**config.mk**
```make
export PLATFORM = sky130hd
export DESIGN_NAME = fetch_packet_queue
export DESIGN_NICKNAME = d
export VERILOG_FILES = /design/src/rtl/fetch_packet_queue.sv
export SDC_FILE = /design/constraint.sdc
export NUM_CORES = 1
export LEC_CHECK = 0
export CAP_MARGIN = 20
export CORE_MARGIN = 10
export CORE_UTILIZATION = 50
export CTS_CLUSTER_SIZE = 20
export DETAILED_ROUTE_END_ITERATION = 16
export PLACE_DENSITY = 0.74
export SETUP_SLACK_MARGIN = 0.05
export SLEW_MARGIN = 20
export SYNTH_ARGS = -nofsm -noshare
export SYNTH_HDL_FRONTEND = slang
export SYNTH_SLANG_ARGS = --single-unit
```
**constraint.sdc**
```tcl
create_clock -name clock -period 31.4 [get_ports clock]
set_input_delay 3.14 -clock clock [delete_from_list [all_inputs] [get_ports clock]]
set_output_delay 3.14 -clock clock [all_outputs]
set_load 0.005 [all_outputs]
```
**src/rtl/fetch_packet_queue.sv**
```systemverilog
// fetch_packet_queue: first-word-fall-through FIFO of 4-wide fetch packets that
// sits between the icache response port and decode. Packets with no valid
// slots are accepted but not stored. A flush empties the queue in one cycle.
module fetch_packet_queue #(
  parameter int DEPTH       = 8,
  parameter int FETCH_WIDTH = 4
) (
  input  logic                        clock,
  input  logic                        reset,
  input  logic                        io_in_valid,
  output logic                        io_in_ready,
  input  logic [31:0]                 io_in_bits_fetch_PC,
  input  logic [FETCH_WIDTH-1:0]      io_in_bits_valid_bits,
  input  logic [32*FETCH_WIDTH-1:0]   io_in_bits_instructions,
  input  logic                        io_in_bits_pred_hit,
  input  logic [31:0]                 io_in_bits_pred_target,
  input  logic [15:0]                 io_in_bits_GHR,
  output logic                        io_out_valid,
  input  logic                        io_out_ready,
  output logic [31:0]                 io_out_bits_fetch_PC,
  output logic [FETCH_WIDTH-1:0]      io_out_bits_valid_bits,
  output logic [32*FETCH_WIDTH-1:0]   io_out_bits_instructions,
  output logic                        io_out_bits_pred_hit,
  output logic [31:0]                 io_out_bits_pred_target,
  output logic [15:0]                 io_out_bits_GHR,
  input  logic                        io_flush_valid,
  output logic [$clog2(DEPTH):0]      io_count
);

  localparam int AW = $clog2(DEPTH);
  localparam int PW = AW + 1;
  localparam int EW = 32 + FETCH_WIDTH + 32 * FETCH_WIDTH + 1 + 32 + 16;
  localparam logic [PW-1:0] PTR_ONE = PW'(1);

  // Packet storage; deliberately not reset, validity comes from the pointers.
  logic [EW-1:0] mem_r [DEPTH];

  // Pointers carry an extra wrap bit to tell full from empty.
  logic [PW-1:0] head_r;
  logic [PW-1:0] tail_r;

  logic          empty_s;
  logic          full_s;
  logic          enq_fire_s;
  logic          enq_store_s;
  logic          deq_fire_s;
  logic [EW-1:0] in_pkt_s;
  logic [EW-1:0] out_pkt_s;

  assign empty_s = (head_r == tail_r);
  assign full_s  = (head_r[AW-1:0] == tail_r[AW-1:0]) && (head_r[PW-1] != tail_r[PW-1]);

  // Ready depends only on registered state; a same-cycle dequeue does not free a slot.
  assign io_in_ready  = ~full_s;
  assign io_out_valid = ~empty_s;

  assign enq_fire_s  = io_in_valid & io_in_ready & ~io_flush_valid;
  assign enq_store_s = enq_fire_s & (|io_in_bits_valid_bits);
  assign deq_fire_s  = io_out_valid & io_out_ready;

  assign in_pkt_s = {io_in_bits_fetch_PC, io_in_bits_valid_bits, io_in_bits_instructions,
                     io_in_bits_pred_hit, io_in_bits_pred_target, io_in_bits_GHR};

  // Occupancy as a pointer difference stays correct across wrap.
  assign io_count = tail_r - head_r;

  // Pointer update: flush wins over enqueue and dequeue in the same cycle.
  always_ff @(posedge clock or negedge reset) begin
    if (!reset) begin
      head_r <= {PW{1'b0}};
      tail_r <= {PW{1'b0}};
    end else if (io_flush_valid) begin
      head_r <= {PW{1'b0}};
      tail_r <= {PW{1'b0}};
    end else begin
      if (enq_store_s) begin
        tail_r <= tail_r + PTR_ONE;
      end
      if (deq_fire_s) begin
        head_r <= head_r + PTR_ONE;
      end
    end
  end

  // Write accepted non-empty packets at the tail slot.
  always_ff @(posedge clock) begin
    if (enq_store_s) begin
      mem_r[tail_r[AW-1:0]] <= in_pkt_s;
    end
  end

  // Head packet falls through to decode; zero when the queue is empty.
  always_comb begin
    out_pkt_s = {EW{1'b0}};
    if (!empty_s) begin
      out_pkt_s = mem_r[head_r[AW-1:0]];
    end else begin
      out_pkt_s = {EW{1'b0}};
    end
  end

  assign {io_out_bits_fetch_PC, io_out_bits_valid_bits, io_out_bits_instructions,
          io_out_bits_pred_hit, io_out_bits_pred_target, io_out_bits_GHR} = out_pkt_s;

endmodule

```
# == Word-level counts from Yosys, hierarchy flattened ==
# Memories as Yosys holds them, arrays and structs flattened.
# Index checks and enable logic that the tools add are counted.
# totals
n_memories,1
word_cells,27
ramBits,1704
out_inout_bits,219
inputBits,218
reg_bits,8
# mem_list
name,depth,word_bits,read_ports,rd_clocked_by_memory_dff,wr,line_no,rtl
mem_r,8,213,1,0,1,36,logic [EW-1:0] mem_r [DEPTH];
# op_classes
addsub,3
n_eq_ne,3
bitwise,7
mux,7
n_reduce_logical,4
# op_table
operator,count
$mux 213,1
$mux 4,4
$add 4x1->4 const B,2
$and 1x1->1,4
$eq 4x4->1,1
$reduce_bool 2->1,2
$reduce_or 4->1,1
$sub 4x4->4,1
$eq 3x3->1,1
$not 1->1,3
$mux 1,2
$logic_and 1x1->1,1
$ne 1x1->1,1

# == Depth between registers and ports, before layout ==
# logic_depth
ltp_word,8
ltp_mapped,10
ltp_nobuf,6

# == Least setup slack after synthesis ==
# No wires, ideal clock.
# synth_timing
path_kind,input to register
startpoint,input io_flush_valid
endpoint,"memory mem_r[0][0] (netlist bit), enable pin"
arrival_time_ns,23.830
stages,4
setup_time_ns,1.306
path_slack_ns,6.264
t_required_ns,30.094
n_path_buf,1
cell_sequence,clkbuf_1 -> nand2b_1 -> a211o_1 -> nor4_1
# synth_between
elab_chain_cells,5
# synth_lines
element,line_no,rtl
start: declaration,26,"input logic io_flush_valid,"
$not 1->1,57,assign enq_fire_s = io_in_valid & io_in_ready & ~io_flush_valid;
$and 1x1->1,57,
$and 1x1->1,58,assign enq_store_s = enq_fire_s & (|io_in_bits_valid_bits);
$mux 1,87,if (enq_store_s) begin
$mux 1 (not written as such),88,mem_r[tail_r[AW-1:0]] <= in_pkt_s;
end: declaration,36,
# Every way passes these cells.

# == Worst setup path after layout ==
# layout_timing
startpoint,register head_r[2]
endpoint,output io_out_bits_instructions[3]
# layout_between
elab_chain_cells,2
word_cells_on_any_way,3
classes_between,eq/ne: 1; mux: 1; memory: 1
# layout_lines
element,line_no,rtl
start: declaration,39,logic [PW-1:0] head_r;
start signal: assignment,70,head_r <= {PW{1'b0}};
start signal: assignment,73,head_r <= {PW{1'b0}};
start signal: assignment,80,head_r <= head_r + PTR_ONE;
$mem_v2 8x213 / $eq 4x4->1 (equally long branches),-,
$mux 213 *,95,if (!empty_s) begin
end: declaration,22,"output logic [32*FETCH_WIDTH-1:0] io_out_bits_instructions,"
# Every way passes the cells marked *; elsewhere a longest branch is shown, timed or not.

==> key figures <==
Detailed routing
  – WL final: around 150000 µm
  – Avg Vias per Cell: 5.838
  – Initial DRC Count: around 3100
  – Final ANT Viol Nets: 0
  – DR DRC count: 0
  – Pre-Repair DR Iteration Count: 5
  – WL per Instance: 27.78 µm
  – Vias: between 30000 and 40000

Logic synthesis
  – Yosys cell types: 36
  – Mapped Cells: 3003
  – Synth Warn #: 0
  – Syn_area_per_cell: between 20 and 25 µm²
  – Synth Area in Compound Gates: 2.356%
  – Post-synthesis mux area share: 14.67%
  – Synth Area in Adders: 0.1259%
  – Simple-gate share of the synthesized area: 2.665%
  – Largest family of logic cells by synthesized area: multiplexers
  – Number of synthesized register bits: 1712
  – Mapped cell area: 65600 µm²
  – Synth Area in XOR/XNOR: 0.09155%
  – Post-synthesis sequential area ratio: 78.31%
  – Mapped Nets: 3227

Final layout
  – Filler Cell Count: between 9000 and 10000
  – Commonest non-fill, non-tap cell in the layout: edfxtp_1
  – Seq. cell area: 51380 µm²
  – Multi-input gate area in the final layout: 13100 µm²
  – Commonest cells after routing, fill and taps aside: 1704 x edfxtp_1, 436 x clkdlybuf4s50_1, 431 x nand2_1
  – Nets: 3723
  – Area grow syn2layout: 17.80%
  – Share of layout cells above drive strength 1: between 20% and 30%
  – Fin util: 59.45%

GRT
  – Pin count of the biggest net entering global routing: between 100 and 150
  – Total congestion overflow: 0
  – First-pass GRT wire length: between 200000 and 250000 µm
  – Vias in the first global route: 32817
  – Initial antenna violation count: 40
  – Tot GR Track Use: 20.41%

Power
  – Leakage: 23.88 nW
  – VDD IR max: 0.00005760 V
  – Power density cells: 72.58 nW/µm²

Setup path
  – Crit Path Category: reg -> out
  – Nature of the critical path endpoint: output port
  – WP data required: 28.26 ns
  – Critical Path Source Type: register
  – Worst setup startpoint: head_r[2]$_DFFE_PN0P_
  – Crit path max fanout: 55
  – Worst reg2reg startpoint: head_r[2]$_DFFE_PN0P_
  – Worst endpoint data arrival time: 5.71 ns

Floorplanning
  – Initial Util: approximately half
  – IO Count: 437
  – Core box area: 130000 µm²
  – DIE HEIGHT: 382.2 µm
  – Die area: 146100 µm²
  – Die width: 382.2 µm
  – Row cnt: 132

STA
  – RSZ-0062 raised after global routing: no
  – Final Critical Period: around 8.9 ns
  – Max Slew Vio Count: 0
  – Max frequency: 113.0 MHz
  – Worst-Margin Slew: 1.096 ns
  – Slew HR: 26.97%
  – Total negative setup slack: 0 ns
  – Hold_ws: 0.5419 ns
  – Endpoints failing setup: 0
  – Clock skew: 0.01915 ns
  – Final hold viol count: 0
  – Fin crit share: between 20 and 30%

Clock network
  – TritonCTS buffer count: about 170
  – Worst-Skew Late Latency: 0.80 ns
  – Setup Buffers After CTS: 0
  – Hold_buf cts: 0
  – Clock transition at the registers of the reported paths: 0.06 ns
  – Root Buffer Master: clkbuf_16
  – # clock sinks: 1712
  – Post_cts resized: 0
  – Longest Clk Path Bufs: 3
  – CTS tree: yes
  – H-tree depth: 4

Placed design
  – I/O Buffers: 436
  – Detail Placement HPWL: around 80000 µm
  – GP Congestion: 0.7396

Worst hold path
  – Hold Path Class: reg -> reg
  – HP Start: tail_r[3]$_DFFE_PN0P_

Flow run
  – Maxcap violations: 0

Status
  – Status: finished, final reports clean
[report_power, final]
part / switching (mW) / total, mW / internal (mW)
sequential: 0.0221 / 2.58 / 2.55
combinational: 0.482 / 0.991 / 0.509
clock: 0.843 / 2.04 / 1.20
total: 1.35 / 5.61 / 4.26
[registers in the layout, summed over array words and instances (netlist names)]
register,flops
mem_r,1704
tail_r,4
head_r,4
[final cells by class]
type	count	share of cell area [%]
Antenna cell	14	0.04534
Tap cell	1742	2.821
Timing Repair Buffer	491	6.333
Multi-Input combinational cell	1115	16.95
Inverter	8	0.04858
Clock buffer	207	5.795
Sequential cell	1712	66.49
Clock inverter	103	1.514
[path summary, 6_finish.rpt]
| path | endpoint | slack (ns) | depth (start not counted) |
|---|---|---|---|
| max | io_out_bits_instructions[3] | 22.55 | 9 |
| min | tail_r[3]$_DFFE_PN0P_ | 0.54 | 1 |
| max reg2reg | mem_r[2][16]$_DFFE_PP_ | 26.58 | 8 |
| min reg2reg | tail_r[3]$_DFFE_PN0P_ | 0.54 | 1 |
| max in group asynchronous | head_r[0]$_DFFE_PN0P_ | 28.25 | 1 |
| min in group asynchronous | head_r[2]$_DFFE_PN0P_ | 2.72 | 1 |
[worst max-delay path, stage by stage, from the launching register on]
cell             delay [ns]
dfrtp_4                0.77
inv_8                  0.26
ha_1                   0.46
nand3_1                0.21
nor2_4                 0.14
buf_4                  0.59
buf_4                  0.81
buf_4                  0.71
a21oi_1                0.11
clkdlybuf4s50_1        0.61
[stage by stage]
stage                     power (mW)  instances  setup slack (ns)  cell area [µm²]
after global routing           5.817       5389             22.30            77270
after floorplan                3.248       3003             6.264            65600
final                          5.609       5392             22.55            77270
after detailed placement       3.632       5067             23.33            71570
after CTS                      5.679       5377             22.46            77220
after global placement         3.621       5067             23.41            71570
[per-layer routing]
| layer | wire length, µm | global-route usage [%] | vias up | share of wire [%] |
|---|---|---|---|---|
| met5 | 318 | 0 | - | 0.21 |
| met4 | 3384 | 6.336 | 52 | 2.3 |
| met3 | 13030 | 6.285 | 243 | 8.7 |
| met2 | 74100 | 32.42 | 1204 | 49 |
| met1 | 58970 | 27.12 | 16674 | 39 |
| li1 | - | - | 13303 | - |
[cells by family after synthesis]
family,after synthesis
flops,1712
simple gates,452
mux,429
compound gates,222
buf+inv,176
xor+xnor,6
fa+ha+maj,6
[cell usage after synthesis]
| master | count | area [µm²] |
|---|---|---|
| or3_1 | 1 | 6.260 |
| xor2_2 | 1 | 16.27 |
| clkbuf_1 | 44 | 165.2 |
| nand3_1 | 1 | 5.000 |
| xor2_1 | 3 | 26.28 |
| dfrtp_1 | 8 | 200.2 |
| a21oi_1 | 104 | 520.5 |
| and3_1 | 2 | 12.51 |
| xnor2_1 | 2 | 17.52 |
| a21o_1 | 1 | 7.510 |
| buf_6 | 58 | 653.1 |
| nor3_4 | 1 | 16.27 |
| a211oi_2 | 1 | 12.51 |
| o211ai_1 | 2 | 15.01 |
| buf_4 | 4 | 30.03 |
| inv_2 | 2 | 7.510 |
| o21ai_1 | 2 | 10.01 |
| mux4_2 | 426 | 9594 |
| nand2_1 | 431 | 1618 |
| o31ai_1 | 1 | 7.510 |
| fa_1 | 1 | 20.02 |
| inv_1 | 6 | 22.52 |
| nor3_1 | 3 | 15.01 |
| nor4_1 | 3 | 18.77 |
| and4_1 | 1 | 8.760 |
| buf_1 | 14 | 52.55 |
| buf_2 | 48 | 240.2 |
| a21oi_2 | 110 | 963.4 |
| nor2_2 | 1 | 6.260 |
| edfxtp_1 | 1704 | 51170 |
| nor3b_1 | 1 | 7.510 |
| nand2b_1 | 3 | 18.77 |
| mux2i_1 | 3 | 30.03 |
| nor2_1 | 4 | 15.01 |
| ha_1 | 5 | 62.56 |
| a211o_1 | 1 | 8.760 |
Power figures use the tool's default switching activity.
